==> src/rtl/fifo_chunk_popcnt.sv <==
// fifo_chunk_popcnt
// -----------------
// Pops WIDTH-bit fingerprint chunks from a first-word-fall-through FIFO,
// sums the population count of every CHUNKS consecutive chunks, and
// presents each completed vector count on a valid/ready port together
// with a wrapping vector index. The final chunk of a vector is only
// popped when the output register can take its result, so no count is
// ever dropped; earlier chunks keep flowing during backpressure.
//
// Ports
//   clk        rising-edge clock
//   rst        synchronous active-high reset
//   fifo_empty upstream FIFO empty flag
//   fifo_q     upstream FIFO head item (valid while !fifo_empty)
//   fifo_rd    pop strobe to the FIFO (combinational)
//   out_valid  result available
//   out_ready  downstream accepts the result
//   out_cnt    popcount of the completed vector
//   out_idx    index of the completed vector (wraps silently)

module fifo_chunk_popcnt #(
  parameter int WIDTH  = 4,
  parameter int CHUNKS = 4,
  parameter int CIDX_W = $clog2(CHUNKS),
  parameter int POP_W  = $clog2(WIDTH*CHUNKS+1),
  parameter int IDX_W  = 8
) (
  input  logic               clk,
  input  logic               rst,
  input  logic               fifo_empty,
  input  logic [WIDTH-1:0]   fifo_q,
  output logic               fifo_rd,
  output logic               out_valid,
  input  logic               out_ready,
  output logic [POP_W-1:0]   out_cnt,
  output logic [IDX_W-1:0]   out_idx
);

  localparam logic [CIDX_W-1:0] LAST_CIDX = CIDX_W'(CHUNKS-1);

  logic [CIDX_W-1:0] cidx_q, cidx_d;
  logic [POP_W-1:0]  acc_q, acc_d;
  logic [IDX_W-1:0]  vidx_q, vidx_d;
  logic              out_valid_q, out_valid_d;
  logic [POP_W-1:0]  out_cnt_q, out_cnt_d;
  logic [IDX_W-1:0]  out_idx_q, out_idx_d;

  logic [POP_W-1:0]  pc;
  logic              last_chunk;
  logic              stall;
  logic              pop;

  // Ones in the head chunk.
  // NOTE: combinational blocks use blocking '=' so each line sees the
  // value computed by the line before it within the same evaluation.
  always_comb begin
    pc = '0;
    for (int i = 0; i < WIDTH; i++) begin
      pc = pc + POP_W'(fifo_q[i]);
    end
  end

  assign last_chunk = (cidx_q == LAST_CIDX);

  // Only the final chunk waits: its result needs the output register,
  // which is still occupied by an unaccepted count.
  assign stall = last_chunk && out_valid_q && !out_ready;
  assign pop   = !rst && !fifo_empty && !stall;

  always_comb begin
    // NOTE: every signal gets its hold value first, so no path through
    // the branches below leaves it unassigned and no latch is inferred.
    cidx_d      = cidx_q;
    acc_d       = acc_q;
    vidx_d      = vidx_q;
    out_valid_d = out_valid_q;
    out_cnt_d   = out_cnt_q;
    out_idx_d   = out_idx_q;

    if (out_valid_q && out_ready) begin
      out_valid_d = 1'b0;
    end

    if (pop) begin
      if (last_chunk) begin
        // A load in the same cycle as an accept overrides the clear
        // above, giving back-to-back results.
        out_cnt_d   = acc_q + pc;
        out_idx_d   = vidx_q;
        out_valid_d = 1'b1;
        acc_d       = '0;
        cidx_d      = '0;
        vidx_d      = vidx_q + IDX_W'(1);
      end else begin
        acc_d  = acc_q + pc;
        cidx_d = cidx_q + CIDX_W'(1);
      end
    end
  end

  // NOTE: state registers use non-blocking '<=' so every flop samples
  // the pre-edge values, independent of statement order.
  always_ff @(posedge clk) begin
    if (rst) begin
      cidx_q      <= '0;
      acc_q       <= '0;
      vidx_q      <= '0;
      out_valid_q <= 1'b0;
      out_cnt_q   <= '0;
      out_idx_q   <= '0;
    end else begin
      cidx_q      <= cidx_d;
      acc_q       <= acc_d;
      vidx_q      <= vidx_d;
      out_valid_q <= out_valid_d;
      out_cnt_q   <= out_cnt_d;
      out_idx_q   <= out_idx_d;
    end
  end

  assign fifo_rd   = pop;
  assign out_valid = out_valid_q;
  assign out_cnt   = out_cnt_q;
  assign out_idx   = out_idx_q;

endmodule

==> config.mk <==
export PLATFORM = sky130hd
export DESIGN_NAME = fifo_chunk_popcnt
export DESIGN_NICKNAME = d
export VERILOG_FILES = /design/src/rtl/fifo_chunk_popcnt.sv
export SDC_FILE = /design/constraint.sdc
export NUM_CORES = 1
export LEC_CHECK = 0
export CAP_MARGIN = 10
export CORE_ASPECT_RATIO = 0.75
export CORE_UTILIZATION = 58
export CTS_BUF_LIST = sky130_fd_sc_hd__clkbuf_4
export CTS_CLUSTER_DIAMETER = 50
export DETAILED_ROUTE_END_ITERATION = 12
export PLACE_DENSITY = 0.86
export SYNTH_ARGS = -nofsm -noshare
export SYNTH_HDL_FRONTEND = slang
export SYNTH_SLANG_ARGS = --single-unit
==> constraint.sdc <==
create_clock -name clk -period 7.3 [get_ports clk]
set_input_delay 2.19 -clock clk [delete_from_list [all_inputs] [get_ports clk]]
set_output_delay 2.19 -clock clk [all_outputs]
set_load 0.02 [all_outputs]
==> flow_summary.json <==
{
  "fin_crit_sh_pct": 84.9,
  "grtUsageMet2_pct": 45.7,
  "finalSetupTns_ns": 0,
  "finalSetupViolations": 0,
  "cts.sinks": 29,
  "antenna_left": 0,
  "vias": 1277,
  "grt_max_degree": 36,
  "synthCells": 158,
  "holdWs_ns": 0.478,
  "overflow": 0,
  "track_usage_pct": 27.8,
  "nets": 192,
  "ys_seq_area_share_pct": 42.3,
  "crit_path_frequent_cell": "clkdlybuf4s50_1",
  "busiest_layer": "met2",
  "hold_viol_final": 0,
  "end_kind": "primary output",
  "hold_class": "reg -> reg",
  "cp_num_buf_inv": 2,
  "slew_viol_final": 0,
  "drt-pass1-iter-count": 5,
  "netlist_area_sq_mm": 0.00137,
  "rows": 14,
  "slew_headroom_pct": 58.6,
  "layout-drive-gt1-share_pct": 8.99,
  "dp_hpwl_mm": 2.20,
  "crit_chain": "clkdlybuf4s50_1 -> or2_2 -> nor2_1 -> clkdlybuf4s50_1",
  "die_h_microns": 44.1,
  "total_power_mw": 0.295,
  "cts_tree": "yes",
  "clock_tree.root_cell": "clkbuf_4",
  "htreeDepth": 2,
  "ctsResizeCount": 0,
  "postCtsHoldBufs": 0,
  "grt_pass1_vias": 1154,
  "drt_iter0_drc": 93,
  "synthDistinctLibCells": 36,
  "dp_cells": 203,
  "die_x_microns": 58.2,
  "crit_family": "buffers and inverters",
  "syn_nets": 172,
  "p_leak_nw": 0.569,
  "fin_cells": 210,
  "min_period_ns": 6.20,
  "power_density_mw_per_mm2": 179,
  "numCtsBuffers": 5,
  "fp.dieArea_sq_mm": 0.00257,
  "slowest_delay_ns": 0.67,
  "tightest_slew_ns": 0.621,
  "area_delta_synth_final_pct": 20.3,
  "path_class": "in -> out",
  "ctsLongestPathBuffers": 2,
  "grt_pass1_wl_mm": 5.25,
  "max_freq_mhz": 161,
  "avgSynthCellArea_sq_um": 8.69,
  "grt_util_met3_pct": 9.36,
  "status": "complete, no violations",
  "routed_wl_mm": 3.23,
  "required_ns": 5.11,
  "io_pins": 23,
  "clk_pin_slew_ns": 0.08,
  "cp-start-kind": "primary input",
  "max-vdd-ir-drop_v": 0.000112,
  "antenna_found_initial": 0,
  "core_area_sq_mm": 0.00212,
  "diodes": 0,
  "start_util_pct": 64.8,
  "drt-wirelength-per-cell_microns": 15.4,
  "gp_congestion": 0.822,
  "arrival_ns": 4.01,
  "cap_viol_max_count": 0,
  "drc": 0,
  "cts_setup_buffers": 0,
  "slowest_stage": "clkdlybuf4s50_1",
  "grt_setup_unrepaired": "no",
  "fin_worst_skew_ns": 0.00193,
  "synth.yosys.warnings": 0,
  "critical_path.max_fanout": 8,
  "use_met1_pct": 34.2,
  "worstSkewPairLatency_ns": 0.32,
  "viasPerCell": 6.08,
  "ys_ff_latch": 29,
  "io_buffers": 22
}
[sequential cells by signal (all words and copies together) (netlist names)]
signal     cells
out_idx        8
vidx_q         8
acc_q          5
out_cnt        5
cidx_q         2
out_valid      1
[Yosys cell counts]
library cell / instances / share of area (%)
xnor2_1: 2 / 1.3
a21oi_1: 22 / 8.0
or3b_1: 1 / 0.64
o21ai_0: 16 / 5.8
and3b_1: 1 / 0.64
or2_2: 1 / 0.46
nand3b_1: 1 / 0.55
buf_6: 1 / 0.82
buf_1: 1 / 0.27
dfxtp_1: 29 / 42
a21o_1: 1 / 0.55
nand3_1: 15 / 5.5
nand2_1: 5 / 1.4
a32oi_1: 1 / 0.64
fa_1: 3 / 4.4
mux2_1: 1 / 0.82
a211oi_1: 3 / 1.6
clkbuf_1: 10 / 2.7
nor3b_1: 1 / 0.55
nand4_1: 2 / 0.91
o31ai_1: 2 / 1.1
o32ai_1: 2 / 1.3
mux2_2: 2 / 1.6
a311oi_1: 1 / 0.64
or3b_2: 1 / 0.64
inv_1: 5 / 1.4
nor2_1: 7 / 1.9
mux2i_1: 1 / 0.73
or3_2: 3 / 1.6
nand2b_1: 2 / 0.91
or4_1: 2 / 1.1
nor4_1: 3 / 1.4
nor2b_1: 5 / 2.3
ha_1: 3 / 2.7
nor3_1: 1 / 0.36
or3_1: 1 / 0.46
[kinds of logic (layout without fill, tap and decap cells)]
| logic type | count (synthesis) | after routing | synth area share, % |
|---|---|---|---|
| AOI/OAI and AO/OA | 48 | 48 | 19.7 |
| and+or+nand+nor | 52 | 52 | 21.2 |
| DFF | 29 | 29 | 42.3 |
| adders and majority gates | 6 | 6 | 7.11 |
| xor gates and xnor gates | 2 | 2 | 1.28 |
| buffers and inverters | 17 | 37 | 5.20 |
| muxes | 4 | 4 | 3.19 |
[final cells by class]
cell class | count | area, sq um
timing repair buffer | 25 | 243
inverter | 5 | 18.8
tap | 32 | 40.0
sequential | 29 | 581
clock inverter | 1 | 3.75
fill | 163 | 468
clock buffer | 6 | 45.0
multi-input combinational | 112 | 721
[per-stage QoR]
| stage | util, % | setup slack (ns) | instance area [sq um] |
|---|---|---|---|
| 2_1_floorplan | - | 2.10 | 1370 |
| 3_5_place_dp | 75.6 | 1.14 | 1600 |
| 6_report | 77.9 | 1.10 | 1650 |
| 4_1_cts | 77.9 | 1.12 | 1650 |
| 3_3_place_gp | 75.6 | 1.17 | 1600 |
| 5_1_grt | 77.9 | 1.03 | 1650 |
[worst reg2reg max path: stages, from the launching register on]
cell and delay, ns:
dfxtp_1 0.37, ha_1 0.32, or3b_1 0.64, nor4_1 0.43, mux2_2 0.37
[per-layer routing]
metal | vias to the layer above | routed length, microns
met4 | 0 | 35
met5 | - | 0
met3 | 6 | 238
met1 | 605 | 1400
li1 | 607 | -
met2 | 59 | 1550
[cells in the final DEF (no fill, tap or decap), types with 2 or more instances in the layout]
master,netlist,final
a211oi_1,3,3
a21oi_1,22,22
buf_4,0,3
clkbuf_4,0,6
clkdlybuf4s50_1,0,22
dfxtp_1,29,29
fa_1,3,3
ha_1,3,3
inv_1,5,5
mux2_2,2,2
nand2_1,5,5
nand2b_1,2,2
nand3_1,15,15
nand4_1,2,2
nor2_1,7,7
nor2b_1,5,5
nor4_1,3,3
o21ai_0,16,16
o31ai_1,2,2
o32ai_1,2,2
or3_2,3,3
or4_1,2,2
xnor2_1,2,2
[path summary, 6_finish.rpt]
path / depth (start not counted) / startpoint / slack [ns] / end
worst min register to register: 2 / out_idx[0]$_SDFFE_PP0P_ / 0.48 / out_idx[0]$_SDFFE_PP0P_
worst max register to register: 4 / cidx_q[0]$_SDFFE_PP0P_ / 5.08 / vidx_q[5]$_SDFFE_PP0P_
worst max-delay path: 4 / fifo_empty / 1.10 / fifo_rd
worst min-delay path: 2 / out_idx[0]$_SDFFE_PP0P_ / 0.48 / out_idx[0]$_SDFFE_PP0P_
[where the power goes]
| part | leakage [nW] | switching [mW] | internal (mW) | total [mW] |
|---|---|---|---|---|
| combinational | 0.306 | 0.0203 | 0.0185 | 0.0388 |
| sequential | 0.234 | 0.00377 | 0.162 | 0.166 |
| clock | 0.0292 | 0.0524 | 0.0386 | 0.0909 |
| total | 0.569 | 0.0764 | 0.219 | 0.295 |
No activity file was read; power rests on OpenSTA's default activity.
